===== src/rtl/turn_sequencer.sv =====
// turn_sequencer: counts debounced arrivals at a selected tracker marker pattern.
// A sequence starts on a rising edge of en and ends in DONE when the programmed
// number of arrivals has been seen. If the LEAVE+SEEK phase runs too long, the
// sequence ends in ERR instead. Dropping en returns the block to IDLE from any state.
//
// state | meaning
// ------+----------------------------------------------------------------
// IDLE  | waiting for a rising edge of en
// LEAVE | waiting for the car to leave the starting marker (match=0)
// SEEK  | debouncing marker runs; armed_q low until the current run ends
// DONE  | programmed arrival count reached; held until en drops
// ERR   | timeout expired in LEAVE/SEEK; held until en drops
module turn_sequencer #(
    parameter int              N_SENS  = 3,
    parameter int              CNT_W   = 2,
    parameter int              DEB_CYC = 4,
    parameter int              TO_W    = 24,
    parameter logic [TO_W-1:0] TIMEOUT = 24'hFFFFFF
) (
    input  logic              clk,
    input  logic              rst,
    input  logic              en,
    input  logic [1:0]        mode,
    input  logic [N_SENS-1:0] detect,
    input  logic [CNT_W-1:0]  count,
    output logic              busy,
    output logic              done,
    output logic              error,
    output logic [CNT_W-1:0]  arrivals
);

    localparam int              DEB_W    = (DEB_CYC > 1) ? $clog2(DEB_CYC) : 1;
    localparam logic [DEB_W-1:0] DEB_LAST = DEB_W'(DEB_CYC - 1);
    localparam logic [TO_W-1:0]  TO_LAST  = TIMEOUT - TO_W'(1);
    localparam logic [CNT_W-1:0] CNT_MAX  = '1;

    typedef enum logic [2:0] {
        S_IDLE  = 3'd0,
        S_LEAVE = 3'd1,
        S_SEEK  = 3'd2,
        S_DONE  = 3'd3,
        S_ERR   = 3'd4
    } state_t;

    state_t            state_q, state_d;
    logic              en_prev_q, en_prev_d;
    logic [1:0]        mode_q, mode_d;
    logic [CNT_W-1:0]  count_q, count_d;
    logic [CNT_W-1:0]  arrivals_q, arrivals_d;
    logic [DEB_W-1:0]  deb_q, deb_d;
    logic [TO_W-1:0]   tcnt_q, tcnt_d;
    logic              armed_q, armed_d;
    logic              busy_q, busy_d;
    logic              done_q, done_d;
    logic              error_q, error_d;

    logic              match;
    logic              en_rise;
    logic              timed_out;
    logic              finished;
    logic [CNT_W-1:0]  arr_inc;

    // Marker predicate selected by the mode latched at sequence start.
    always_comb begin
        match = 1'b0;
        case (mode_q)
            2'b00:   match = &detect;
            2'b01:   match = detect[N_SENS-1];
            2'b10:   match = detect[0];
            default: match = |detect;
        endcase
    end

    assign en_rise   = en & ~en_prev_q;
    assign timed_out = (tcnt_q == TO_LAST);
    assign arr_inc   = (arrivals_q == CNT_MAX) ? arrivals_q : arrivals_q + CNT_W'(1);

    // Next-state, counters and registered-output decode.
    always_comb begin
        state_d    = state_q;
        en_prev_d  = en;
        mode_d     = mode_q;
        count_d    = count_q;
        arrivals_d = arrivals_q;
        deb_d      = deb_q;
        tcnt_d     = tcnt_q;
        armed_d    = armed_q;
        finished   = 1'b0;

        if (!en) begin
            state_d    = S_IDLE;
            arrivals_d = '0;
            deb_d      = '0;
            tcnt_d     = '0;
            armed_d    = 1'b0;
        end else begin
            case (state_q)
                S_IDLE: begin
                    if (en_rise) begin
                        state_d    = S_LEAVE;
                        mode_d     = mode;
                        count_d    = count;
                        arrivals_d = '0;
                        deb_d      = '0;
                        tcnt_d     = '0;
                        armed_d    = 1'b0;
                    end
                end
                S_LEAVE: begin
                    tcnt_d = tcnt_q + TO_W'(1);
                    // A zero count completes as soon as the starting marker is left.
                    if (!match && (count_q == '0)) begin
                        finished = 1'b1;
                    end
                    if (finished) begin
                        state_d = S_DONE;
                    end else if (timed_out) begin
                        state_d = S_ERR;
                    end else if (!match) begin
                        state_d = S_SEEK;
                        armed_d = 1'b1;
                        deb_d   = '0;
                    end
                end
                S_SEEK: begin
                    tcnt_d = tcnt_q + TO_W'(1);
                    if (!match) begin
                        deb_d   = '0;
                        armed_d = 1'b1;
                    end else if (armed_q) begin
                        if (deb_q == DEB_LAST) begin
                            // One arrival per contiguous run; disarm until the run ends.
                            arrivals_d = arr_inc;
                            armed_d    = 1'b0;
                            deb_d      = '0;
                            if (arr_inc == count_q) begin
                                finished = 1'b1;
                            end
                        end else begin
                            deb_d = deb_q + DEB_W'(1);
                        end
                    end
                    // The final arrival takes priority over a coincident timeout.
                    if (finished) begin
                        state_d = S_DONE;
                    end else if (timed_out) begin
                        state_d = S_ERR;
                    end
                end
                S_DONE: begin
                    state_d = S_DONE;
                end
                S_ERR: begin
                    state_d = S_ERR;
                end
                default: begin
                    state_d    = S_IDLE;
                    arrivals_d = '0;
                end
            endcase
        end

        busy_d  = (state_d == S_LEAVE) || (state_d == S_SEEK);
        done_d  = (state_d == S_DONE);
        error_d = (state_d == S_ERR);
    end

    // All state and registered outputs.
    always_ff @(posedge clk or posedge rst) begin
        if (rst) begin
            state_q    <= S_IDLE;
            en_prev_q  <= 1'b0;
            mode_q     <= 2'b00;
            count_q    <= '0;
            arrivals_q <= '0;
            deb_q      <= '0;
            tcnt_q     <= '0;
            armed_q    <= 1'b0;
            busy_q     <= 1'b0;
            done_q     <= 1'b0;
            error_q    <= 1'b0;
        end else begin
            state_q    <= state_d;
            en_prev_q  <= en_prev_d;
            mode_q     <= mode_d;
            count_q    <= count_d;
            arrivals_q <= arrivals_d;
            deb_q      <= deb_d;
            tcnt_q     <= tcnt_d;
            armed_q    <= armed_d;
            busy_q     <= busy_d;
            done_q     <= done_d;
            error_q    <= error_d;
        end
    end

    assign busy     = busy_q;
    assign done     = done_q;
    assign error    = error_q;
    assign arrivals = arrivals_q;

endmodule


===== config.mk =====
export PLATFORM = sky130hd
export DESIGN_NAME = turn_sequencer
export DESIGN_NICKNAME = d
export VERILOG_FILES = /design/src/rtl/turn_sequencer.sv
export SDC_FILE = /design/constraint.sdc
export NUM_CORES = 1
export LEC_CHECK = 0
export ABC_AREA = 0
export BUFFER_PORTS_ARGS = -buffer_cell sky130_fd_sc_hd__buf_2
export CAP_MARGIN = 30
export CORE_MARGIN = 3
export CORE_UTILIZATION = 45
export CTS_BUF_LIST = sky130_fd_sc_hd__clkbuf_16
export DETAILED_ROUTE_END_ITERATION = 12
export SYNTH_ARGS = -nofsm -noshare
export SYNTH_HDL_FRONTEND = slang
export SYNTH_SLANG_ARGS = --single-unit
export TNS_END_PERCENT = 100

===== constraint.sdc =====
create_clock -name clk -period 5.5 [get_ports clk]
set_input_delay 0.825 -clock clk [delete_from_list [all_inputs] [get_ports clk]]
set_output_delay 0.825 -clock clk [all_outputs]
set_load 0.02 [all_outputs]

# == After elaboration in Yosys (flattened, before gate mapping) ==
# Cells that the tools add are included.
# W data, S select, Z words.
# word_totals
out_inout_bits,5
reg_bits,40
# op_classes
mux,45
n_bitwise,2
reduce_logical,15
n_eq_ne,25
n_addsub,3
# op_table
op,count
$mux W24,2
$pmux W24 S2,1
$mux W2,13
$add A24 B1 Y24 const B,1
$eq A24 B24 Y1 const B,1
$mux W3,7
$ne A3 B3 Y1 const B,7
$mux W1,17
$pmux W3 S5,1
$eq A3 B2 Y1 const B,4
$pmux W2 S3,2
$reduce_and A5 Y1,2
$eq A2 B2 Y1 const B,3
$eq A3 B1 Y1 const B,2
$eq A3 B3 Y1 const B,2
$pmux W1 S3,2
$reduce_and A3 Y1,2
$reduce_and A6 Y1,1
$reduce_or A3 Y1,2
$add A2 B1 Y2 const B,2
$logic_not A2 Y1,2
$ne A4 B1 Y1 const B,1
$ne A4 B4 Y1 const B,1
$logic_not A3 Y1,1
other kinds (11),11

# == Depth between registers and ports, before layout ==
# logic_depth
word_depth,14
mapped_depth,9

# == Least setup slack after synthesis ==
# OpenSTA, ideal clock, no wires.
# synth_path
path_type,in2reg
from,input detect[0]
to,register deb_q[0]
t_arrival_ns,2.131
setup_slack_ns,3.247
setup_ns,0.122
stages,5
path_cell_list,a21o_1 > a22oi_1 > a41oi_1 > or2_2 > a32o_1
# synth_via
elab_chain_cells,9
# synth_lines
item,line_no,text
"start, declared",24,"input logic [N_SENS-1:0] detect,"
$reduce_or A3 Y1 or $reduce_and A3 Y1 (tied branches),"70, 67",
$pmux W1 S3 (*),66,case (mode_q)
$logic_not A1 Y1,-,
$logic_and A1 B1 Y1,112,if (!match && (count_q == '0)) begin
$mux W1,112,
$mux W1,97,case (state_q)
$mux W1,90,if (!en) begin
$ne A3 B3 Y1 (no line),-,
$reduce_and A6 Y1 (no line),-,
"end signal, assigned",176,deb_q <= '0;
"end signal, assigned",188,deb_q <= deb_d;
"end, declared",50,"logic [DEB_W-1:0] deb_q, deb_d;"
# Mark *: on every way between the ends. The rest lies on a longest branch, timed or not. The select of a mux whose other input is x is not followed.
# A chain may end at the register's enable or synchronous reset.

# == Worst setup path after layout ==
# layout_path
from,input detect[0]
to,register deb_q[1]
# Same word-level chain as after synthesis.

==> results.md <==
* Min-Delay Path Class: reg2reg
* Ys async rst share at between 90% and 100%
* Final Util at between 50% and 60%
* CTS buffer count at 5
* Hold-fix buffers at CTS at 0
* Max Clock Freq at 0.450 GHz
* Net Count, Synth at about 250
* Synth-to-layout area growth at 10.8%
* Layout cell share with drive strength beyond 1 at ~13%
* Vias in the first global route at approximately 1,500
* Routed Wire Length at around 3900 um
* GP Congestion at ~0.74
* Total gr overflow at 0
* R2R Path Start: state_q[1]
* Final nets at roughly 260
* Min Tclk post-route at around 2200 ps
* Overall Global Routing Usage at roughly 16%
* DR vias at 1,641
* Post-Syn Instances at approximately 240
* PnR Total Power at around 680 uW
* WP data arrival at approximately 2400 ps
* Die height at between 70 and 80 um
* Chip width at about 75 um
* Die Area at 0.00564 mm2
* Final hold violation count at 0
* Largest net degree at the start of global routing at 41
* RSZ-0062 raised after global routing: no
* Max FO, Critical Path at 8
* Synth unique cells at 43
* Yosys warnings at 0
* Postcts setup bufs at 0
* Mapped Area at roughly 0.0021 mm2
* Design area at 0.00238 mm2
* FP Rows at 24
* Skew final at around 2.8 ps
* Resize count post-CTS at 0
* Worst-margin pin slew at about 580 ps
* Filler cell count at between 400 and 500
* Max Slew Vio Count at 0
* DRC viols at 0
* Synth Register Bits at 40
* Worst hold slack at 497 ps
* Worst-skew pair later-pin latency at 280 ps
* CTS tree: built
* Total iterations of the first detailed-routing run at 4
* Slew HR at between 60% and 70%
* Sequential-to-total area share from yosys stat at between 40 and 50%
* Initial antenna violation count at 0
* Clk buf depth at 2
* H-tree depth at 2
* Core region area at between 0.004 and 0.005 mm2
* Critical path class: in2reg
* Setup TNS at 0 ps
* Critical path startpoint category: primary input
* EDFF count, synth at 0
* Main synth FF type: dfrtp_1
* Peak VDD IR at between 150 and 200 uV
* Crit path launch: detect[0]
* Tcrit/Tclk final at between 40% and 50%
* CP Capture Type: flop
* CTS Sinks at 40
* Initial drt markers at 75
* Outcome: finished clean
* Placed Instance Area at between 0.002 and 0.0025 mm2
* Initial core utilization at 48.0%
* Min-delay src: deb_q[1]
* Port bufs at 14
* # diodes at 0
* Average cell area after synthesis at 9.15 um2
* Leak pwr at between 0.001 and 0.0015 uW
* Worst-path clk slew at around 60 ps
* Via density at 5.47
* Final setup fails at 0
* WP data required at between 5000 and 6000 ps
* IO Pins at 15
* Power Dens Cells at about 280 mW/mm2
* Post-DR wirelength/cell at 13.1 um
* ANT nets after route at 0
* Number of max-cap violations at 0
* Global-route wire length before repair at between 6000 and 7000 um
* HPWL after DPL at between 2000 and 3000 um
* Root Buffer: clkbuf_16
[stage by stage]
stage	instances	setup WS (ps)
after floorplan	235	3250
after global placement	293	3020
after detailed placement	293	3000
after CTS	300	3290
after global routing	300	3130
final	300	3280
[cell usage after synthesis, types with 4 or more instances]
cell type,instances,share of area [%]
nor2b_1,7,2.0
xnor2_1,5,2.0
o31ai_1,4,1.4
nor3_1,8,1.9
and3_1,7,2.0
mux2_2,5,2.6
nand4_1,5,1.5
inv_1,5,0.87
a21oi_1,7,1.6
nor2_1,30,5.2
clkbuf_1,6,1.0
nand2_1,21,3.7
dfrtp_1,40,47
xor2_1,11,4.5
nand3_1,13,3.0
nand2b_1,5,1.5
o21ai_0,18,4.2
[per-layer routing]
layer  GRT usage (%)  wire (um)  part of all wire [%]  vias to the layer above
met3            4.01        102                   2.6                        4
met1            19.8       1920                    49                      770
li1                -          -                     -                      850
met4            5.34         44                   1.1                        0
met5               0          0                     0                        -
met2            26.5       1870                    48                       17
[cell families (layout without fill, tap and decap cells)]
logic type               after synthesis  count (layout)  synth area share, %
AO/OA/AOI/OAI                         45              45                 13.2
XOR/XNOR                              16              16                 6.52
adder cells (fa/ha/maj)                3               3                 1.75
buffers and inverters                 14              27                 2.91
flip-flops                            40              40                 46.6
multiplexers                           5               5                 2.62
AND/OR/NAND/NOR                      112             112                 26.5
[cells in the final DEF, fill, tap and decap left out, types with 2 or more instances in the layout]
cell,netlist,layout
and2_1,2,2
nor2b_1,7,7
and4_1,2,2
nand3b_1,2,2
mux2_2,5,5
and3_1,7,7
a21o_1,3,3
a21oi_1,7,7
xor2_1,11,11
o21ai_0,18,18
nand3_1,13,13
nand4_1,5,5
a32o_1,2,2
nand2b_1,5,5
nand2_1,21,21
nor2_1,30,30
a31oi_1,2,2
inv_1,5,6
xnor2_1,5,5
nor3_1,8,8
clkbuf_16,0,5
buf_2,2,14
or3_1,2,2
o21ai_1,2,2
o31ai_1,4,4
ha_1,3,3
dfrtp_1,40,40
[sequential cells by signal, indices dropped and copies added, names as in the netlist]
register and cells:
tcnt_q 24, state_q 3, arrivals 2, count_q 2, deb_q 2, mode_q 2, armed_q 1, busy 1
done 1, en_prev_q 1, error 1
[path summary, 6_finish.rpt]
path / cells past startpoint / endpoint / slack (ps)
setup / recovery: 6 / deb_q[1] / 3280
hold / removal: 1 / deb_q[1] / 500
setup reg to reg: 7 / tcnt_q[21] / 3340
hold reg to reg: 1 / deb_q[1] / 500
max in group asynchronous: 3 / done / 4490
min in group asynchronous: 3 / mode_q[1] / 660
[power by group]
part	leakage, uW	total, uW	internal, uW	switching [uW]
clock network	0.0000709	271	163	108
registers	0.000545	323	308	15.7
logic	0.000448	84.4	33.9	50.6
total	0.00106	678	504	174
[critical path: stages]
cell     delay, ps
buf_2          100
a21o_1         180
a22oi_1        480
a41oi_1        250
or2_2          360
a32o_1         200
[area by class of cell]
cell class	instances	area [um2]	area share [%]
timing repair buffer	15	77.6	3.26
multi-input combinational	181	1090	45.6
clock buffer	5	125	5.25
inverter	5	18.8	0.788
sequential	40	1000	42.0
tap	52	65.1	2.73
clock inverter	2	8.76	0.368
(Power assumes the default switching activity.)
